<file path="src/rtl/alu_arbiter.sv">
// Two-requester round-robin front end for a shared combinational ALU.
// One operation in flight; result held until the owning requester accepts.
module alu_arbiter #(
   parameter int unsigned SETTLE = 2
) (
   input  logic        clk,
   input  logic        rst,
   input  logic [1:0]  req_valid,
   output logic [1:0]  req_ready,
   input  logic [31:0] req_a0,
   input  logic [31:0] req_b0,
   input  logic [31:0] req_a1,
   input  logic [31:0] req_b1,
   input  logic [3:0]  req_f0,
   input  logic [3:0]  req_f1,
   output logic [1:0]  rsp_valid,
   input  logic [1:0]  rsp_ready,
   output logic [31:0] rsp_s,
   output logic        rsp_z,
   output logic        rsp_c,
   output logic        rsp_o,
   output logic        rsp_err,
   output logic [31:0] alu_a,
   output logic [31:0] alu_b,
   output logic [3:0]  alu_f,
   input  logic [31:0] alu_s,
   input  logic        alu_z,
   input  logic        alu_c,
   input  logic        alu_o,
   output logic        busy
);

   typedef enum logic [1:0] {
      S_IDLE,
      S_EXEC,
      S_RESP
   } state_t;

   localparam logic [3:0] LP_LAST = 4'(SETTLE - 1);

   state_t      r_state;
   state_t      w_next;
   logic [3:0]  r_cnt;
   logic        r_gnt;
   logic [31:0] r_alu_a;
   logic [31:0] r_alu_b;
   logic [3:0]  r_alu_f;
   logic [31:0] r_rsp_s;
   logic        r_rsp_z;
   logic        r_rsp_c;
   logic        r_rsp_o;
   logic        r_rsp_err;

   logic        w_sel;
   logic        w_xfer;
   logic        w_legal;
   logic        w_logic;
   logic        w_done;
   logic [31:0] w_a;
   logic [31:0] w_b;
   logic [3:0]  w_f;

   // With both requesting, the one not served last wins; r_gnt resets to 1.
   always_comb begin
      w_sel   = (&req_valid) ? ~r_gnt : ~req_valid[0];
      w_xfer  = (r_state == S_IDLE) && (|req_valid) && !rst;
      w_a     = w_sel ? req_a1 : req_a0;
      w_b     = w_sel ? req_b1 : req_b0;
      w_f     = w_sel ? req_f1 : req_f0;
      w_legal = w_f[3] ^ w_f[2];
      w_logic = (r_alu_f[3:2] == 2'b10);
      w_done  = (r_state == S_EXEC) && (r_cnt == LP_LAST);
   end

   always_ff @(posedge clk) begin
      if (rst) begin
         r_state <= S_IDLE;
      end else begin
         r_state <= w_next;
      end
   end

   always_comb begin
      w_next = r_state;
      unique case (r_state)
         S_IDLE: begin
            if (w_xfer) begin
               w_next = w_legal ? S_EXEC : S_RESP;
            end
         end
         S_EXEC: begin
            if (w_done) begin
               w_next = S_RESP;
            end
         end
         S_RESP: begin
            if (rsp_ready[r_gnt]) begin
               w_next = S_IDLE;
            end
         end
         default: w_next = S_IDLE;
      endcase
   end

   always_ff @(posedge clk) begin
      if (rst) begin
         r_cnt     <= '0;
         r_gnt     <= 1'b1;
         r_alu_a   <= '0;
         r_alu_b   <= '0;
         r_alu_f   <= '0;
         r_rsp_s   <= '0;
         r_rsp_z   <= 1'b0;
         r_rsp_c   <= 1'b0;
         r_rsp_o   <= 1'b0;
         r_rsp_err <= 1'b0;
      end else if (w_xfer) begin
         r_cnt   <= '0;
         r_gnt   <= w_sel;
         r_alu_a <= w_a;
         r_alu_b <= w_b;
         r_alu_f <= w_f;
         if (!w_legal) begin
            r_rsp_s   <= '0;
            r_rsp_z   <= 1'b0;
            r_rsp_c   <= 1'b0;
            r_rsp_o   <= 1'b0;
            r_rsp_err <= 1'b1;
         end
      end else if (r_state == S_EXEC) begin
         r_cnt <= r_cnt + 4'd1;
         if (w_done) begin
            r_rsp_s   <= alu_s;
            r_rsp_z   <= alu_z;
            r_rsp_c   <= alu_c & ~w_logic;
            r_rsp_o   <= alu_o & ~w_logic;
            r_rsp_err <= 1'b0;
         end
      end
   end

   always_comb begin
      req_ready = 2'b00;
      rsp_valid = 2'b00;
      if (w_xfer) begin
         req_ready = w_sel ? 2'b10 : 2'b01;
      end
      if (r_state == S_RESP) begin
         rsp_valid = r_gnt ? 2'b10 : 2'b01;
      end
      busy    = (r_state != S_IDLE);
      alu_a   = r_alu_a;
      alu_b   = r_alu_b;
      alu_f   = r_alu_f;
      rsp_s   = r_rsp_s;
      rsp_z   = r_rsp_z;
      rsp_c   = r_rsp_c;
      rsp_o   = r_rsp_o;
      rsp_err = r_rsp_err;
   end

endmodule

</file>
<file path="config.mk">
export PLATFORM = sky130hd
export DESIGN_NAME = alu_arbiter
export DESIGN_NICKNAME = d
export VERILOG_FILES = /design/src/rtl/alu_arbiter.sv
export SDC_FILE = /design/constraint.sdc
export NUM_CORES = 1
export LEC_CHECK = 0
export ABC_AREA = 1
export ABC_CLOCK_PERIOD_IN_PS = 1600
export BUFFER_PORTS_ARGS = -buffer_cell sky130_fd_sc_hd__buf_2
export CELL_PAD_IN_SITES_DETAIL_PLACEMENT = 1
export CELL_PAD_IN_SITES_GLOBAL_PLACEMENT = 1
export CORE_MARGIN = 4
export CORE_UTILIZATION = 29
export CTS_CLUSTER_DIAMETER = 120
export DETAILED_ROUTE_END_ITERATION = 8
export PLACE_DENSITY = 0.85
export RECOVER_POWER = 50
export SLEW_MARGIN = 15
export SYNTH_ARGS = -nofsm -noshare
export SYNTH_HDL_FRONTEND = slang
export SYNTH_SLANG_ARGS = --single-unit
</file>
<file path="constraint.sdc">
create_clock -name clk -period 1.6 [get_ports clk]
set_input_delay 0.32 -clock clk [delete_from_list [all_inputs] [get_ports clk]]
set_output_delay 0.32 -clock clk [all_outputs]
set_load 0.1 [all_outputs]
</file>
==> flow_summary.json <==
{
  "synth_fp_nets": 866,
  "via_count_of_the_first_global_routing_pass": 6178,
  "timing.max_cap.violations": 0,
  "ys_top_cells_by_count": "nand2_1, dfxtp_1, a31oi_1",
  "drc": 0,
  "synthesis.area_per_instance_sq_um": 6.97,
  "synth.area.top_cells": "dfxtp_1, nand2_1, a31oi_1",
  "run_status": "complete, but fails checks",
  "start_util_pct": 29.8,
  "synth-seq-area-share_pct": 46.4,
  "max_freq_ghz": 0.514,
  "timing.critical_path.to_type": "output port",
  "critPathKind": "reg -> out",
  "route.detailed.vias_per_inst": 4.85,
  "grt_max_degree": 54,
  "postLayoutSetupSlackWorst_ns": -0.345,
  "finalMaxSlewViolations": 0,
  "synth_area_sq_um": 4790,
  "nNetsFinal": 1189,
  "dieArea_sq_um": 18600,
  "fin_worst_hold_slack_ns": 0.221,
  "async_reset_ff_share_pct": 0,
  "crit_path_dat_ns": 1.62,
  "critical_path_required_time_ns": 1.28,
  "cts_sinks": 111,
  "grt_antenna_before_repair": 1,
  "min_period_ns": 1.94,
  "final.setup_skew_ns": 0.00624,
  "worst_setup_hold_path_clk_slew_ns": 0.07,
  "vias_post_dr": 5973,
  "timing_worst_slew_pin_value_ns": 0.546,
  "io_buffer_count": 285,
  "failed_checks": "setup timing",
  "design.core.area_sq_um": 16100,
  "die_width_um": 137,
  "synth_cell_types": 30,
  "worst_skew_pair.late_latency_ns": 0.34,
  "layout-area-overhead-vs-synth_pct": 65.4,
  "initialDrtViolationCount": 208,
  "max_slew_margin_pct": 63.9,
  "fin_crit_sh_pct": 122,
  "postRouteWirelength_mm": 21.4,
  "synth-edff-count": 0,
  "h_tree_depth": 3,
  "synthDominantAreaCellType": "dfxtp_1",
  "irDropWorstVdd_v": 0.000741,
  "post_detailed_route_wirelength_per_cell_um": 17.4,
  "ys_dominant_reg_cell": "dfxtp_1",
  "worstSetupStartpointType": "flip-flop",
  "power.density_cell_area_nw_per_um2": 1650,
  "drt.antenna.violating_nets": 0,
  "grtUsageTotal_pct": 21.5,
  "rows": 46,
  "dpl.hpwl_mm": 14.7,
  "cts_root_buffer": "clkbuf_16",
  "die_h_um": 137,
  "p_leak_uw": 0.00386,
  "synth_cells": 687,
  "synth_top_area_share_pct": 46.4,
  "num_io_pins": 286,
  "hold_path.class": "in -> reg",
  "preCtsSetupSlack_ns": -0.142,
  "share_of_layout_cells_above_drive_strength_1_pct": 41.7,
  "setup_repair_after_global_routing_missed_its_margin": "yes",
  "grt_overflow": 0,
  "detailedRoute.firstPassIterationCount": 4,
  "report.final.setup_viol": 108,
  "gp_congestion": 0.801,
  "crit_fanout": 3,
  "ctsLongestPathBuffers": 2,
  "synthMostInstantiatedCell": "nand2_1",
  "yosysWarningCount": 0,
  "cts_tree": "yes",
  "synth-seq-cells": 111,
  "report.final.hold_viol_count": 0,
  "grt_pass1_wl_mm": 31.7,
  "numCtsBuffers": 9
}
==> flip-flops by register name, summed over array words and instances, names as in the netlist <==
signal / count
r_gnt: 1
alu_f: 4
rsp_s: 32
r_state: 2
alu_a: 32
rsp_o: 1
rsp_z: 1
alu_b: 32
rsp_err: 1
rsp_c: 1
r_cnt: 4
==> cells in the final DEF, fill, tap and decap left out, types with 12 or more instances in the layout <==
cell type / netlist / layout
dfxtp_1: 111 / 109
clkbuf_16: 0 / 12
buf_2: 18 / 280
buf_12: 0 / 24
nand2_1: 281 / 271
buf_4: 5 / 30
inv_1: 32 / 28
a31oi_1: 58 / 58
a21oi_1: 40 / 35
nand3_1: 35 / 30
nor2_1: 54 / 48
buf_6: 2 / 13
==> kinds of logic after synthesis <==
logic type,Yosys count,share of synthesized area (%)
AOI/OAI and AO/OA,111,13.8
adders and majority gates,2,0.522
buffers and inverters,81,7.52
DFF,111,46.4
and+or+nand+nor,382,31.8
==> per-stage QoR <==
step | area, sq um | util (%) | instances | total power [uW] | setup TNS [ns]
2_1_floorplan | 4950 | - | 687 | 8100 | -40.92
3_3_place_gp | 6850 | 42.6 | 1184 | 9480 | -0.000486
3_5_place_dp | 6850 | 42.6 | 1184 | 9560 | -5.20
4_1_cts | 7770 | 48.4 | 1226 | 12900 | -17.12
5_1_grt | 7920 | 49.3 | 1231 | 13600 | -30.96
6_report | 7920 | 49.3 | 1231 | 13100 | -21.04
==> where the power goes <==
part	leakage, uW	switching (uW)	internal (uW)
sequential	0.000909	243	3190
combinational	0.00278	5010	2000
clock	0.000169	1020	1610
total	0.00386	6270	6800
==> metal layers <==
| metal | vias up | share of wire (%) | GRT usage, % |
|---|---|---|---|
| li1 | 2873 | - | - |
| met1 | 2844 | 38 | 22.7 |
| met2 | 222 | 52 | 40.3 |
| met3 | 34 | 7.6 | 6.18 |
| met4 | 0 | 2.6 | 7.89 |
| met5 | - | 0 | 0 |
==> cell type report <==
class	instances	area, sq um
multi-input cells	495	2380
fillers	2048	8130
clock inverters	3	90.1
clock buffers	12	256
inverters	33	130
well taps	216	270
repair buffers	360	2570
diodes	1	2.50
flip-flops and latches	111	2220
==> critical path, stage by stage (launching register included) <==
cell and delay, ns:
dfxtp_2 0.34, nor2_4 0.15, clkinvlp_4 0.13, nor2_4 0.15
nand2_4 0.09, a21oi_4 0.13, buf_6 0.12, buf_12 0.16
==> final timing paths <==
check	start	end	slack (ns)	cells after the start
hold reg to reg	rsp_s[3]	rsp_s[3]	0.47	2
setup reg to reg	r_state[0]	rsp_s[18]	-0.34	13
setup / recovery	r_state[0]	req_ready[1]	-0.34	7
hold / removal	req_a1[7]	alu_a[7]	0.22	3
==> timing repair <==
action,4_1_cts,5_1_grt
gates cloned,9,3
hold buffers,0,0
setup endpoints to repair,101,110
setup buffers,19,6
resized for setup,49,24
pin swaps,35,14
Note: power is estimated with default switching activity, not from simulation.
